===== src/rtl/multi_beam_thresh.sv =====
// multi_beam_thresh: N-beam threshold trigger for the beamformer back end.
// Each beam adds its two inputs, keeps a running sum over the last WINDOW
// samples and fires when that sum strictly exceeds the beam's active
// threshold. Thresholds are staged one at a time and committed together.
// An optional holdoff limits how often each beam can fire.
module multi_beam_thresh #(
    parameter int NBEAMS       = 2,
    parameter int IN_WIDTH     = 17,
    parameter int THRESH_WIDTH = 18,
    parameter int WINDOW       = 2,
    parameter int HOLDOFF      = 0,
    localparam int AW          = (NBEAMS > 1) ? $clog2(NBEAMS) : 1,
    localparam int WSUM_WIDTH  = IN_WIDTH + 1 + $clog2(WINDOW)
) (
    input  logic                       clk_i,
    input  logic                       rst_ni,
    input  logic [NBEAMS*IN_WIDTH-1:0] beam_in0_i,
    input  logic [NBEAMS*IN_WIDTH-1:0] beam_in1_i,
    input  logic [THRESH_WIDTH-1:0]    thresh_i,
    input  logic [AW-1:0]              thresh_addr_i,
    input  logic                       thresh_wr_i,
    input  logic                       update_i,
    output logic [NBEAMS-1:0]          trigger_o
);

    localparam int SW = IN_WIDTH + 1;

    logic [THRESH_WIDTH-1:0] stagingReg [NBEAMS];
    logic [THRESH_WIDTH-1:0] activeReg  [NBEAMS];

    // Threshold banks: writes land in staging (addresses past the last beam
    // match no entry and are dropped); update copies the pre-write staging
    // values into the active bank.
    always_ff @(posedge clk_i or negedge rst_ni) begin
        if (!rst_ni) begin
            for (int b = 0; b < NBEAMS; b++) begin
                stagingReg[b] <= '1;
                activeReg[b]  <= '1;
            end
        end else begin
            for (int b = 0; b < NBEAMS; b++) begin
                if (update_i) begin
                    activeReg[b] <= stagingReg[b];
                end
                if (thresh_wr_i && (thresh_addr_i == AW'(b))) begin
                    stagingReg[b] <= thresh_i;
                end
            end
        end
    end

    genvar gb;
    generate
        for (gb = 0; gb < NBEAMS; gb++) begin : gBeam
            logic [SW-1:0]         sumReg;
            logic [SW-1:0]         histReg [WINDOW];
            logic [WSUM_WIDTH-1:0] winReg;
            logic                  hit;
            logic                  trigReg;

            // First stage: pair sum, one bit wider so it never overflows.
            always_ff @(posedge clk_i or negedge rst_ni) begin
                if (!rst_ni) begin
                    sumReg <= '0;
                end else begin
                    sumReg <= SW'(beam_in0_i[gb*IN_WIDTH +: IN_WIDTH])
                            + SW'(beam_in1_i[gb*IN_WIDTH +: IN_WIDTH]);
                end
            end

            // Second stage: running window sum. The history holds exactly the
            // samples currently in the window, so adding the newest and
            // dropping the oldest keeps winReg equal to their total (for
            // WINDOW=1 this reduces to winReg = sumReg).
            always_ff @(posedge clk_i or negedge rst_ni) begin
                if (!rst_ni) begin
                    for (int k = 0; k < WINDOW; k++) begin
                        histReg[k] <= '0;
                    end
                    winReg <= '0;
                end else begin
                    histReg[0] <= sumReg;
                    for (int k = 1; k < WINDOW; k++) begin
                        histReg[k] <= histReg[k-1];
                    end
                    winReg <= winReg + WSUM_WIDTH'(sumReg)
                            - WSUM_WIDTH'(histReg[WINDOW-1]);
                end
            end

            assign hit = (winReg > WSUM_WIDTH'(activeReg[gb]));

            if (HOLDOFF == 0) begin : gLevel
                // Free-running compare: the trigger simply follows the hit.
                always_ff @(posedge clk_i or negedge rst_ni) begin
                    if (!rst_ni) begin
                        trigReg <= 1'b0;
                    end else begin
                        trigReg <= hit;
                    end
                end
            end else begin : gHoldoff
                localparam int CW = $clog2(HOLDOFF + 1);

                typedef enum logic {
                    IDLE = 1'b0,
                    HOLD = 1'b1
                } holdState_e;

                holdState_e    state;
                holdState_e    stateNext;
                logic [CW-1:0] cnt;
                logic [CW-1:0] cntNext;
                logic          trigNext;

                // Holdoff state, counter and trigger registers.
                always_ff @(posedge clk_i or negedge rst_ni) begin
                    if (!rst_ni) begin
                        state   <= IDLE;
                        cnt     <= '0;
                        trigReg <= 1'b0;
                    end else begin
                        state   <= stateNext;
                        cnt     <= cntNext;
                        trigReg <= trigNext;
                    end
                end

                // Fire once on a hit, then ignore hits until the counter
                // runs out; the cycle it reaches zero is still ignored.
                always_comb begin
                    stateNext = state;
                    cntNext   = cnt;
                    trigNext  = 1'b0;
                    case (state)
                        IDLE: begin
                            if (hit) begin
                                trigNext  = 1'b1;
                                cntNext   = CW'(HOLDOFF);
                                stateNext = HOLD;
                            end
                        end
                        HOLD: begin
                            cntNext = cnt - CW'(1);
                            if (cnt == CW'(1)) begin
                                stateNext = IDLE;
                            end
                        end
                        default: begin
                            stateNext = IDLE;
                            cntNext   = '0;
                        end
                    endcase
                end
            end

            assign trigger_o[gb] = trigReg;
        end
    endgenerate

endmodule


===== config.mk =====
export PLATFORM = sky130hd
export DESIGN_NAME = multi_beam_thresh
export DESIGN_NICKNAME = d
export VERILOG_FILES = /design/src/rtl/multi_beam_thresh.sv
export SDC_FILE = /design/constraint.sdc
export NUM_CORES = 1
export LEC_CHECK = 0
export CORE_MARGIN = 4
export CORE_UTILIZATION = 56
export DETAILED_ROUTE_END_ITERATION = 7
export PLACE_DENSITY = 0.77
export SLEW_MARGIN = 10
export SYNTH_ARGS = -nofsm -noshare
export SYNTH_HDL_FRONTEND = slang
export SYNTH_SLANG_ARGS = --single-unit

===== constraint.sdc =====
create_clock -name clk_i -period 5.4 [get_ports clk_i]
set_input_delay 1.08 -clock clk_i [delete_from_list [all_inputs] [get_ports clk_i]]
set_output_delay 1.08 -clock clk_i [all_outputs]
set_load 0.005 [all_outputs]

==> impl_metrics.csv <==
group,metric,value,unit
clock_network,cts_hold_buf,0,
pwr,p_leak,6.59,nW
setup_path,critPathCapture,"gBeam[0].sumReg[14]",
setup_path,r2r_cells,10,
route,drtIter0Drc,440,
logic_synthesis,ys_warn_count,0,
setup_path,crit_path_top_delay_cell,"fa_1",
timing,hold_viol_final,0,
clock_network,cts_setup_buffers,0,
clock_network,numCtsBuffers,23,
floorplanning,io_pins,93,
logic_synthesis,async_flop_share,1.00,
global_routing,antenna_found_initial,0,
clock_network,cts_resized,0,
pwr,power_frac_clock,0.191,
placement,detailed_place_hpwl,16.6,mm
flow_run,maxCapViolations,0,
finish,syn_to_final_growth,16.6,%
timing,clock-skew-final,11.4,ps
setup_path,worstPathCellList,"clkdlybuf4s50_1, ha_1, fa_1, a211oi_1, o211ai_1, a31oi_1, o21a_1, o21ai_1, xor2_1",
timing,max_freq,319,MHz
clock_network,path_clk_slew,60,ps
timing,hold_slack,342,ps
logic_synthesis,synth_nets,1317,
timing,fin_crit_sh,0.580,
logic_synthesis,ys_ff_latch,220,
pwr,pwr-share-seq,0.292,
floorplanning,die_area,23500,µm²
finish,fin_area,13800,µm²
floorplanning,start_util,0.577,
logic_synthesis,synth.avg_cell_area,10.9,µm²
clock_network,clock_sinks,220,
logic_synthesis,synth_edf_count,0,
timing,tns,0,ps
setup_path,critPathLaunch,"beam_in0_i[0]",
finish,fin_nets,1412,
route,postRouteAntennaNets,0,
setup_path,r2r_setup_slack,2540,ps
finish,antenna_cells,0,
route,remaining_drc_errors,0,
setup_path,worstPathRequired,5780,ps
placement,gp_congestion,0.896,
pwr,switchingPower,3.25,mW
global_routing,grt.overflow.total,0,
route,wl,21.8,mm
logic_synthesis,ys_seq_area_frac,0.474,
timing,slew_headroom,0.270,
floorplanning,die_y,153,µm
finish,drive_gt1_frac,0.140,
placement,placed_area,13000,µm²
setup_path,critPathMaxFanout,4,
setup_path,rr_startpoint,"gBeam[1].sumReg[4]",
logic_synthesis,synth_area_leader_cell,"dfrtp_1",
hold_path,hold_class,"flip-flop to flip-flop",
setup_path,endpoint_kind,"flip-flop",
global_routing,track_usage,0.188,
logic_synthesis,synthTopCellsByArea,"dfrtp_1 31%, dfstp_2 16%, ha_1 11%",
logic_synthesis,synthesis.area,11800,µm²
route,routedWlPerCell,14.9,µm
timing,period_needed,3130,ps
setup_path,cp-start-kind,"primary input",
floorplanning,core,20500,µm²
global_routing,grt_pass1_vias,7806,
floorplanning,std_cell_rows,52,
global_routing,grt_max_degree,128,
global_routing,grt_first_pass_wirelength,37.4,mm
pwr,combPwrFrac,0.517,
route,via_per_inst,5.28,
setup_path,critical-path-max-stage-delay,430,ps
pwr,p_per_area,597,nW/µm²
timing,grt_setup_unrepaired,"false",
status,status,"completed",
setup_path,regToRegEndpoint,"gBeam[1].winReg[17]",
clock_network,cts_max_level,1,
logic_synthesis,synth_cell_types,56,
route,first_pass_iters,5,
clock_network,cts_tree,"done",
pwr,p_sw_frac,0.395,
logic_synthesis,synth_top_area_frac,0.313,
timing,setup_viol,0,
placement,numPortBuffers,92,
floorplanning,die_x,153,µm
timing,final.setup.worst_slack,2270,ps
logic_synthesis,ys.flop_type,"dfrtp_1",
pwr,intPower,4.98,mW
logic_synthesis,syn-instance-count,1080,
setup_path,worstPathArrival,3510,ps
route,num_vias,7714,
timing,slew_violations,0,
clock_network,clk_latency,500,ps
finish,final_core_util,0.672,
clock_network,ctsRootBufferMaster,"clkbuf_16",
setup_path,criticalPathCategory,"primary input to flip-flop",
placement,pre_cts_ws,1740,ps
clock_network,cts_buffer_depth,3,
timing,worst_pin_slew,1100,ps
pwr,irDropWorstVdd,0.314,mV
-- cell usage in the layout, fill, tap and decap left out, types with 21 or more instances in the layout --
| cell | instances |
|---|---|
| a21o_1 | 37 |
| a21oi_1 | 59 |
| clkbuf_16 | 25 |
| clkdlybuf4s50_1 | 90 |
| dfrtp_1 | 148 |
| dfstp_2 | 72 |
| fa_1 | 38 |
| ha_1 | 108 |
| inv_1 | 193 |
| mux2_2 | 38 |
| nand2_1 | 63 |
| nand3_1 | 21 |
| nor2_1 | 21 |
| o21ai_0 | 68 |
| xnor2_1 | 37 |
| xor2_1 | 28 |
-- state kept, by name, summed over array words and instances, names as in the netlist --
signal	flops
activeReg	36
gBeam.winReg	38
stagingReg	36
gBeam.sumReg	36
gBeam.trigReg	2
gBeam.histReg	72
-- cells by family (layout without fill, tap and decap cells) --
| kind of cell | after synthesis | in the layout | synth area share |
|---|---|---|---|
| adder cells (fa/ha/maj) | 146 | 146 | 0.179 |
| flip-flops | 220 | 220 | 0.474 |
| AO/OA/AOI/OAI | 246 | 246 | 0.135 |
| AND/OR/NAND/NOR | 148 | 148 | 0.0589 |
| multiplexers | 38 | 38 | 0.0362 |
| buffers and inverters | 217 | 328 | 0.0696 |
| XOR/XNOR | 65 | 65 | 0.0482 |
-- power groups by stage --
stage | Clock (mW) | Combinational [mW] | Sequential (mW)
final | 1.57 | 4.26 | 2.40
after global routing | 1.70 | 4.81 | 2.45
after CTS | 1.61 | 4.25 | 2.41
after detailed placement | 0 | 4.21 | 2.43
after global placement | 0 | 4.07 | 2.41
after floorplan | 0 | 3.34 | 2.35
-- metal layers --
| metal | vias to the layer above | GRT usage | routed length, µm |
|---|---|---|---|
| li1 | 3814 | - | - |
| met1 | 3722 | 0.286 | 10700 |
| met2 | 158 | 0.292 | 9840 |
| met3 | 20 | 0.0235 | 996 |
| met4 | 0 | 0.0395 | 277 |
| met5 | - | 0 | 0 |
-- worst min-delay path by stage --
stage | start | end | slack [ps] | depth (start not counted)
after global placement | gBeam[0].histReg[27] | gBeam[0].histReg[9] | 330 | 0
after CTS | gBeam[0].histReg[18] | gBeam[0].histReg[0] | 340 | 0
after global routing | gBeam[0].histReg[18] | gBeam[0].histReg[0] | 350 | 0
after detailed placement | gBeam[0].histReg[18] | gBeam[0].histReg[0] | 330 | 0
final | gBeam[0].histReg[18] | gBeam[0].histReg[0] | 340 | 0
after floorplan | gBeam[0].histReg[18] | gBeam[0].histReg[0] | 330 | 0
-- area by class of cell --
| class | instances | area [µm²] |
|---|---|---|
| Clock inverter | 10 | 87.6 |
| Multi-Input combinational cell | 643 | 5400 |
| Fill cell | 1532 | 6720 |
| Sequential cell | 220 | 5600 |
| Tap cell | 270 | 338 |
| Timing Repair Buffer | 94 | 947 |
| Clock buffer | 31 | 688 |
| Inverter | 193 | 724 |
-- critical path, delay by kind of cell --
family / cells / cell delay, ps
buffers and inverters: 1 / 410
XOR/XNOR: 1 / 150
adder cells (fa/ha/maj): 2 / 660
AO/OA/AOI/OAI: 5 / 1210
-- per-stage QoR --
step / std cells / total power, mW
final: 1461 / 8.23
after floorplan: 1080 / 5.68
after detailed placement: 1420 / 6.64
after CTS: 1461 / 8.28
after global routing: 1461 / 8.96
after global placement: 1420 / 6.49
-- Yosys cell counts, drive strengths merged (4+ instances only) --
library cell and count:
a21oi 62, xor2 28, a211oi 14, o21ai 72
clkbuf 22, o211ai 14, dfstp 72, fa 38
a21o 38, o21bai 7, mux2 38, nor3 9
and3 6, nand2 63, a31oi 9, xnor2 37
nand4 11, nand3 21, ha 108, nor2b 4
nor2 21, dfrtp 148, a221oi 4, inv 193
Note: power is estimated with default switching activity, not from simulation.
